## config.mk

```make
export PLATFORM = sky130hd
export DESIGN_NAME = mem_access_stage_flat
export DESIGN_NICKNAME = d
export VERILOG_FILES = /design/src/rtl/mem_access_stage_if.sv /design/src/rtl/mem_access_stage.sv /design/src/flat_wrapper.sv
export SDC_FILE = /design/constraint.sdc
export NUM_CORES = 1
export LEC_CHECK = 0
export BUFFER_PORTS_ARGS = -buffer_cell sky130_fd_sc_hd__buf_4
export CORE_MARGIN = 2
export CORE_UTILIZATION = 47
export DETAILED_ROUTE_END_ITERATION = 8
export GPL_TIMING_DRIVEN = 0
export HOLD_SLACK_MARGIN = 0.15
export MAX_ROUTING_LAYER = met4
export PLACE_DENSITY = 0.78
export SLEW_MARGIN = 20
export SYNTH_ARGS = -nofsm -noshare
export SYNTH_HDL_FRONTEND = slang
export SYNTH_SLANG_ARGS = --single-unit
```

## constraint.sdc

```tcl
create_clock -name clk -period 3.85 [get_ports clk]
set_input_delay 0.385 -clock clk [delete_from_list [all_inputs] [get_ports clk]]
set_output_delay 0.385 -clock clk [all_outputs]
set_load 0.03 [all_outputs]
```

## src/rtl/mem_access_stage_if.sv

```systemverilog
// Data-memory bus between the memory-access stage (master) and data memory (slave).
// Variable-latency request/acknowledge protocol. The request and its address, data and
// byte enables stay stable until the master samples the acknowledge.
interface mem_access_stage_if;
  logic        dmem_req;
  logic        dmem_we;
  logic [31:0] dmem_addr;
  logic [31:0] dmem_wdata;
  logic [3:0]  dmem_be;
  logic        dmem_ack;
  logic [31:0] dmem_rdata;

  modport master (
    output dmem_req, dmem_we, dmem_addr, dmem_wdata, dmem_be,
    input  dmem_ack, dmem_rdata
  );

  modport slave (
    input  dmem_req, dmem_we, dmem_addr, dmem_wdata, dmem_be,
    output dmem_ack, dmem_rdata
  );
endinterface

```

## src/rtl/mem_access_stage.sv

```systemverilog
// RISC-V memory-access pipeline stage.
// Accepts one instruction from execute, runs loads/stores over the request/ack data bus,
// aligns store lanes, extracts and extends load data, and retires one result to write-back.
// Optional feature macro MEM_MISALIGN_TRAP_EN: misaligned half/word accesses skip the bus
// and retire with the misalign flag set; without it the low address bits are ignored.
module mem_access_stage (
  input  logic                      clk,
  input  logic                      reset,
  input  logic                      ex_valid,
  output logic                      ex_ready,
  input  logic [31:0]               alu_result,
  input  logic [31:0]               write_data,
  input  logic                      mem_read,
  input  logic                      mem_write,
  input  logic [1:0]                size,
  input  logic                      load_unsigned,
  input  logic [4:0]                rd,
  input  logic                      reg_write,
  mem_access_stage_if.master        dmem,
  output logic                      wb_valid,
  output logic [31:0]               wb_result,
  output logic [4:0]                wb_rd,
  output logic                      wb_reg_write,
  output logic                      misalign
);

  typedef enum logic {S_IDLE, S_BUS} state_t;

  state_t      r_state;
  logic        r_req, r_we;
  logic [31:0] r_addr, r_wdata;
  logic [3:0]  r_be;
  logic [31:0] r_pend_addr;       // full address: store result / lane select
  logic [1:0]  r_pend_size;
  logic        r_pend_unsigned;
  logic [4:0]  r_pend_rd;
  logic        r_pend_reg_write;
  logic        r_wb_valid, r_wb_reg_write, r_misalign;
  logic [31:0] r_wb_result;
  logic [4:0]  r_wb_rd;

  logic        w_accept, w_is_mem, w_misaligned;
  logic [3:0]  w_st_be;
  logic [31:0] w_st_wdata;
  logic [7:0]  w_ld_byte;
  logic [15:0] w_ld_half;
  logic [31:0] w_load_data;

  assign ex_ready = (r_state == S_IDLE) && !reset;
  assign w_accept = ex_valid && ex_ready;
  assign w_is_mem = mem_read || mem_write;

`ifdef MEM_MISALIGN_TRAP_EN
  // Half needs an even address, word (size 10 or 11) a 4-byte aligned one.
  assign w_misaligned = w_is_mem &&
                        (((size == 2'b01) && alu_result[0]) ||
                         (size[1] && (alu_result[1:0] != 2'b00)));
`else
  assign w_misaligned = 1'b0;
`endif

  // Store lane alignment: enables from the low address bits, data replicated across lanes.
  always_comb begin
    // NOTE: every always_comb output gets a default first so no path leaves it unassigned (no latch).
    w_st_be    = 4'b1111;
    w_st_wdata = write_data;
    case (size)
      2'b00: begin
        w_st_be    = 4'b0001 << alu_result[1:0];
        w_st_wdata = {4{write_data[7:0]}};
      end
      2'b01: begin
        w_st_be    = alu_result[1] ? 4'b1100 : 4'b0011;
        w_st_wdata = {2{write_data[15:0]}};
      end
      default: ;
    endcase
  end

  // Load extraction: pick the addressed byte/half of the returned word and extend it.
  always_comb begin
    w_ld_byte = dmem.dmem_rdata[7:0];
    case (r_pend_addr[1:0])
      2'b01:   w_ld_byte = dmem.dmem_rdata[15:8];
      2'b10:   w_ld_byte = dmem.dmem_rdata[23:16];
      2'b11:   w_ld_byte = dmem.dmem_rdata[31:24];
      default: ;
    endcase
    w_ld_half = r_pend_addr[1] ? dmem.dmem_rdata[31:16] : dmem.dmem_rdata[15:0];
    case (r_pend_size)
      2'b00:   w_load_data = {{24{~r_pend_unsigned & w_ld_byte[7]}}, w_ld_byte};
      2'b01:   w_load_data = {{16{~r_pend_unsigned & w_ld_half[15]}}, w_ld_half};
      default: w_load_data = dmem.dmem_rdata;
    endcase
  end

  // Stage FSM: IDLE accepts and retires ALU ops/traps, BUS holds the request until ack.
  always_ff @(posedge clk) begin
    // NOTE: sequential state uses non-blocking assignments so all registers update together.
    if (reset) begin
      r_state          <= S_IDLE;
      r_req            <= 1'b0;
      r_we             <= 1'b0;
      r_addr           <= '0;
      r_wdata          <= '0;
      r_be             <= '0;
      r_pend_addr      <= '0;
      r_pend_size      <= '0;
      r_pend_unsigned  <= 1'b0;
      r_pend_rd        <= '0;
      r_pend_reg_write <= 1'b0;
      r_wb_valid       <= 1'b0;
      r_wb_result      <= '0;
      r_wb_rd          <= '0;
      r_wb_reg_write   <= 1'b0;
      r_misalign       <= 1'b0;
    end else begin
      r_wb_valid <= 1'b0;
      r_misalign <= 1'b0;
      case (r_state)
        S_IDLE: begin
          if (w_accept) begin
            if (w_misaligned) begin
              r_wb_valid     <= 1'b1;
              r_misalign     <= 1'b1;
              r_wb_result    <= alu_result;
              r_wb_rd        <= rd;
              r_wb_reg_write <= 1'b0;
            end else if (w_is_mem) begin
              r_state          <= S_BUS;
              r_req            <= 1'b1;
              r_we             <= mem_write;
              r_addr           <= {alu_result[31:2], 2'b00};
              r_wdata          <= w_st_wdata;
              r_be             <= mem_write ? w_st_be : 4'b0000;
              r_pend_addr      <= alu_result;
              r_pend_size      <= size;
              r_pend_unsigned  <= load_unsigned;
              r_pend_rd        <= rd;
              r_pend_reg_write <= mem_write ? 1'b0 : reg_write;
            end else begin
              r_wb_valid     <= 1'b1;
              r_wb_result    <= alu_result;
              r_wb_rd        <= rd;
              r_wb_reg_write <= reg_write;
            end
          end
        end
        S_BUS: begin
          if (dmem.dmem_ack) begin
            r_state        <= S_IDLE;
            r_req          <= 1'b0;
            r_wb_valid     <= 1'b1;
            r_wb_result    <= r_we ? r_pend_addr : w_load_data;
            r_wb_rd        <= r_pend_rd;
            r_wb_reg_write <= r_pend_reg_write;
          end
        end
        default: r_state <= S_IDLE;
      endcase
    end
  end

  assign dmem.dmem_req   = r_req;
  assign dmem.dmem_we    = r_we;
  assign dmem.dmem_addr  = r_addr;
  assign dmem.dmem_wdata = r_wdata;
  assign dmem.dmem_be    = r_be;
  assign wb_valid        = r_wb_valid;
  assign wb_result       = r_wb_result;
  assign wb_rd           = r_wb_rd;
  assign wb_reg_write    = r_wb_reg_write;
  assign misalign        = r_misalign;

endmodule

```

## src/flat_wrapper.sv

```systemverilog
// flat-port wrapper written by rule: the top's interface ports become plain ports
module mem_access_stage_flat 
  (clk, reset, ex_valid, ex_ready, alu_result, write_data, mem_read, mem_write, size, load_unsigned, rd, reg_write, wb_valid, wb_result, wb_rd, wb_reg_write, misalign, dmem_dmem_req, dmem_dmem_we, dmem_dmem_addr, dmem_dmem_wdata, dmem_dmem_be, dmem_dmem_ack, dmem_dmem_rdata);
  mem_access_stage_if dmem_i ();
  input  logic clk;
  input  logic reset;
  input  logic ex_valid;
  output logic ex_ready;
  input  logic [31:0] alu_result;
  input  logic [31:0] write_data;
  input  logic mem_read;
  input  logic mem_write;
  input  logic [1:0] size;
  input  logic load_unsigned;
  input  logic [4:0] rd;
  input  logic reg_write;
  output logic wb_valid;
  output logic [31:0] wb_result;
  output logic [4:0] wb_rd;
  output logic wb_reg_write;
  output logic misalign;
  output wire logic [$bits(dmem_i.dmem_req)-1:0] dmem_dmem_req;
  output wire logic [$bits(dmem_i.dmem_we)-1:0] dmem_dmem_we;
  output wire logic [$bits(dmem_i.dmem_addr)-1:0] dmem_dmem_addr;
  output wire logic [$bits(dmem_i.dmem_wdata)-1:0] dmem_dmem_wdata;
  output wire logic [$bits(dmem_i.dmem_be)-1:0] dmem_dmem_be;
  input wire logic [$bits(dmem_i.dmem_ack)-1:0] dmem_dmem_ack;
  input wire logic [$bits(dmem_i.dmem_rdata)-1:0] dmem_dmem_rdata;
  assign dmem_dmem_req = dmem_i.dmem_req;
  assign dmem_dmem_we = dmem_i.dmem_we;
  assign dmem_dmem_addr = dmem_i.dmem_addr;
  assign dmem_dmem_wdata = dmem_i.dmem_wdata;
  assign dmem_dmem_be = dmem_i.dmem_be;
  assign dmem_i.dmem_ack = dmem_dmem_ack;
  assign dmem_i.dmem_rdata = dmem_dmem_rdata;
  mem_access_stage u_core (.clk(clk), .reset(reset), .ex_valid(ex_valid), .ex_ready(ex_ready), .alu_result(alu_result), .write_data(write_data), .mem_read(mem_read), .mem_write(mem_write), .size(size), .load_unsigned(load_unsigned), .rd(rd), .reg_write(reg_write), .dmem(dmem_i), .wb_valid(wb_valid), .wb_result(wb_result), .wb_rd(wb_rd), .wb_reg_write(wb_reg_write), .misalign(misalign));
endmodule
```

---- After elaboration in Yosys (flattened, before gate mapping) ----
Cells that the tools add are included.
operators by class
  bitwise logic cells ..................... 4
  shift operators ......................... 1
  equality and inequality tests ........... 9
  reductions and logical operators ........ 9
  muxes and demuxes ....................... 33
operators by type and width
  cell                                                   count
  one-hot mux 32 bit (2 select lines)                    3
  2-to-1 mux 32 bit                                      4
  one-hot mux 8 bit (3 select lines)                     1
  2-to-1 mux 16 bit                                      1
  2-to-1 mux 5 bit                                       3
  2-to-1 mux 1 bit                                       13
  one-hot mux 5 bit (2 select lines)                     1
  AND reduction 3 bit                                    3
  2-to-1 mux 4 bit                                       2
  one-hot mux 1 bit (2 select lines)                     4
  one-hot mux 4 bit (2 select lines)                     1
  == test 2 x 1 -> 1 bit, second input constant          3
  == test 2 bit, second input constant                   2
  zero test 2 bit                                        2
  inequality test 2 x 1 -> 1 bit, second input constant  2
  inequality test 2 bit, second input constant           2
  << shifter 1 x 2 -> 4 bit, first input constant        1
  bitwise AND 1 bit                                      2
  logical AND 1 bit                                      2
  NOT 1 bit                                              2
  zero test 1 bit                                        1
  logical OR 1 bit                                       1
storage, ports and cells
  input bits .............................. 111
  logic and storage cells ................. 71
  output and inout bits ................... 111
  flip-flop bits (word level) ............. 149

---- Depth between registers and ports, before layout ----
  depth after elaboration ................. 7
  depth in mapped cells ................... 7
  mapped depth without buffers ............ 4

---- Least setup slack after synthesis ----
Ideal clock, no wire load.
  path type ............................... input to output
  start point ............................. input port reset
  end point ............................... output port ex_ready
  data required time ...................... 3.465 ns
  arrival ................................. 1.352 ns
  setup slack ............................. 2.113 ns
  stages .................................. 4
  path buffers ............................ 3
  cell sequence ........................... buf_2 clkbuf_1 clkbuf_1 nor2_1
between the ends
  longest elaborated chain between the ends .. 2
RTL lines
  element            line                    text
  from (decl)        flat_wrapper.sv:6       input logic reset;
  zero test 1 bit    mem_access_stage.sv:49  assign ex_ready = (r_state == S_IDLE) && !reset;
  logical AND 1 bit  mem_access_stage.sv:49
  to (decl)          flat_wrapper.sv:8       output logic ex_ready;
Every way passes these cells.

---- Final worst setup path ----
Ends and elaborated chain as after synthesis.

==> impl_metrics.tcl <==
set metrics [dict create \
    crit_path_end "ex_ready" \
    finalCritPeriodShare_pct 58.4 \
    synthesis.area_um2 6220 \
    fill_cells 1173 \
    syn_avg_cell_area_um2 8.11 \
    fin_nets 1115 \
    dr.pass1.iters 5 \
    start_kind "primary input" \
    ys_seq_elements 119 \
    vias 6764 \
    period_needed_ns 2.25 \
    routed_wl_um 22300 \
    ys_async_sr_fraction_pct 0 \
    power.density_nw_per_um2 434 \
    path_clk_slew_ns 0.06 \
    grt_max_degree 17 \
    layout_common_cells "252 x buf_4, 173 x nand2_1, 119 x dfxtp_1" \
    core-area_um2 13100 \
    synthTopCellsByArea "dfxtp_1 38%, nand2_1 10%, mux2i_1 5.3%, a21oi_1 5.1%, buf_4 4.3%" \
    ys.flop_type "dfxtp_1" \
    worstPathRequired_ns 3.46 \
    start_util_pct 47.5 \
    setup_viol 0 \
    n_antenna_cell 0 \
    die_area_um2 14200 \
    reg2reg_slack_ns 1.74 \
    grt_overflow 0 \
    hold_violations 0 \
    r2r_end "u_core.wb_result[29]" \
    final_common_cell "buf_4" \
    worst_setup_path_end_kind "output pin" \
    drive_above_1_share_pct 31.4 \
    yosysSeqAreaShare_pct 38.3 \
    drc 0 \
    grt_pass1_vias 6326 \
    track_usage_pct 31.9 \
    cts_buffers 17 \
    cts_resized 0 \
    post_cts_buffers 0 \
    cts_tree "done" \
    synth_cell_types 50 \
    final_area_um2 8730 \
    cts_buffer_depth 2 \
    clk_latency_ns 0.42 \
    worst_slack_ns 1.60 \
    drv_cap 0 \
    status "complete, no violations" \
    wl_per_cell_um 18.7 \
    area_delta_synth_final_pct 40.3 \
    p_leak_uw 0.00352 \
    setup_tns_ns 0 \
    fmax_ghz 0.445 \
    slew_headroom_pct 47.1 \
    arrival_ns 1.86 \
    die_h_um 119 \
    startpoint "reset" \
    seqCellArea_um2 2380 \
    rsz0062_at_grt "no" \
    via_per_inst 5.67 \
    finalClockSkew_ns 0.00339 \
    postCtsHoldBufs 0 \
    die_x_um 119 \
    reg2regPathDepth 5 \
    ant_nets 0 \
    yosysWarningCount 0 \
    vdd_drop_max_mv 0.302 \
    placed_area_um2 8070 \
    antenna_found_initial 0 \
    path_max_fanout 10 \
    hpwl_um 16700 \
    synth-edff-count 0 \
    hold_class "primary input to register" \
    hold_ws_ns 0.223 \
    globalplace.congestion 1.01 \
    root_buffer "clkbuf_16" \
    final_max_slew_viol_count 0 \
    top_level_ports 222 \
    first_iter_violations 569 \
    synth_top_area_share_pct 38.3 \
    grt_pass1_wl_um 34000 \
    synth_top_area_cell "dfxtp_1" \
    rows 42 \
    place_ws_ns 1.64 \
    syn_inst 767 \
    htree_levels 4 \
    finish.utilization_pct 66.7 \
    path_class "primary input to output pin" \
    clock_sinks 119 \
    worstMarginPinSlew_ns 0.789 \
    r2r_start "u_core.r_state" \
    numPortBuffers 216 \
    multi_input_area_um2 3250 \
]
cell usage after synthesis (all sizes together), types with 17 or more instances:
library cell and count:
buf 59, clkbuf 45, o21ai 36, nand2 173, o211ai 24, or3 31
dfxtp 119, a211oi 25, a22oi 17, nand3b 22, a221oi 21, mux2i 33
nor2 34, a21oi 64
stage by stage:
| step | total power (uW) | instances |
|---|---|---|
| detailed placement | 2030 | 1161 |
| global placement | 2030 | 1161 |
| CTS | 3790 | 1193 |
| floorplan | 1740 | 769 |
| global route | 3900 | 1193 |
| finish | 3780 | 1193 |
metal layers:
layer / vias to the layer above / global-route usage, % / wire [um]
met1: 3119 / 38.8 / 9120
met2: 388 / 50.3 / 10400
li1: 3203 / - / -
met4: 0 / 13.8 / 707
met3: 54 / 7.90 / 2110
met5: - / - / 0
worst min path at each step:
stage                             from                       to  slack (ns)  cells past startpoint
6_report                         rd[2]      u_core.r_pend_rd[2]        0.22                      3
5_1_grt                          rd[2]      u_core.r_pend_rd[2]        0.22                      3
4_1_cts                  alu_result[3]    u_core.r_pend_addr[3]        0.21                      3
3_5_place_dp    u_core.dmem.dmem_be[3]   u_core.dmem.dmem_be[3]        0.45                      2
3_3_place_gp    u_core.dmem.dmem_be[3]   u_core.dmem.dmem_be[3]        0.44                      2
2_1_floorplan  u_core.r_pend_reg_write  u_core.r_pend_reg_write        0.43                      2
state kept, by name, summed over array words and instances, names as in the netlist:
name and flops:
u_core.dmem.dmem_wdata 32, u_core.wb_result 32, u_core.r_pend_addr 31, u_core.r_pend_rd 5, u_core.wb_rd 5, u_core.dmem.dmem_be 4
u_core.r_pend_size 2, u_core.dmem.dmem_addr 1, u_core.dmem.dmem_req 1, u_core.dmem.dmem_we 1, u_core.r_pend_reg_write 1, u_core.r_pend_unsigned 1
u_core.r_state 1, u_core.wb_reg_write 1, u_core.wb_valid 1
kinds of logic (layout without fill, tap and decap cells):
logic type,after synthesis,in the layout,share of synthesized area (%)
flip-flops,119,119,38.3
multiplexers,34,34,5.73
AND/OR/NAND/NOR,277,277,20.5
other,1,3,0.0603
buffers and inverters,110,358,9.53
AO/OA/AOI/OAI,226,226,25.9
critical path: stages:
cell and delay, ns:
buf_2 0.21, clkbuf_1 0.46, clkbuf_1 0.50, nor2_1 0.11, buf_4 0.19
where the power goes:
group | internal (uW) | total, uW | switching (uW)
logic | 274 | 685 | 411
registers | 1290 | 1330 | 38.2
clock network | 1180 | 1770 | 589
total | 2750 | 3780 | 1040
cell type report:
type,count,area share (%)
plain buffers,104,6.54
multi-input cells,540,37.3
repair buffers,216,18.6
clock buffers,20,5.23
well taps,176,2.52
inverters,6,0.258
flip-flops and latches,119,27.3
clock inverters,12,2.28
No activity file was read; power rests on OpenSTA's default activity.
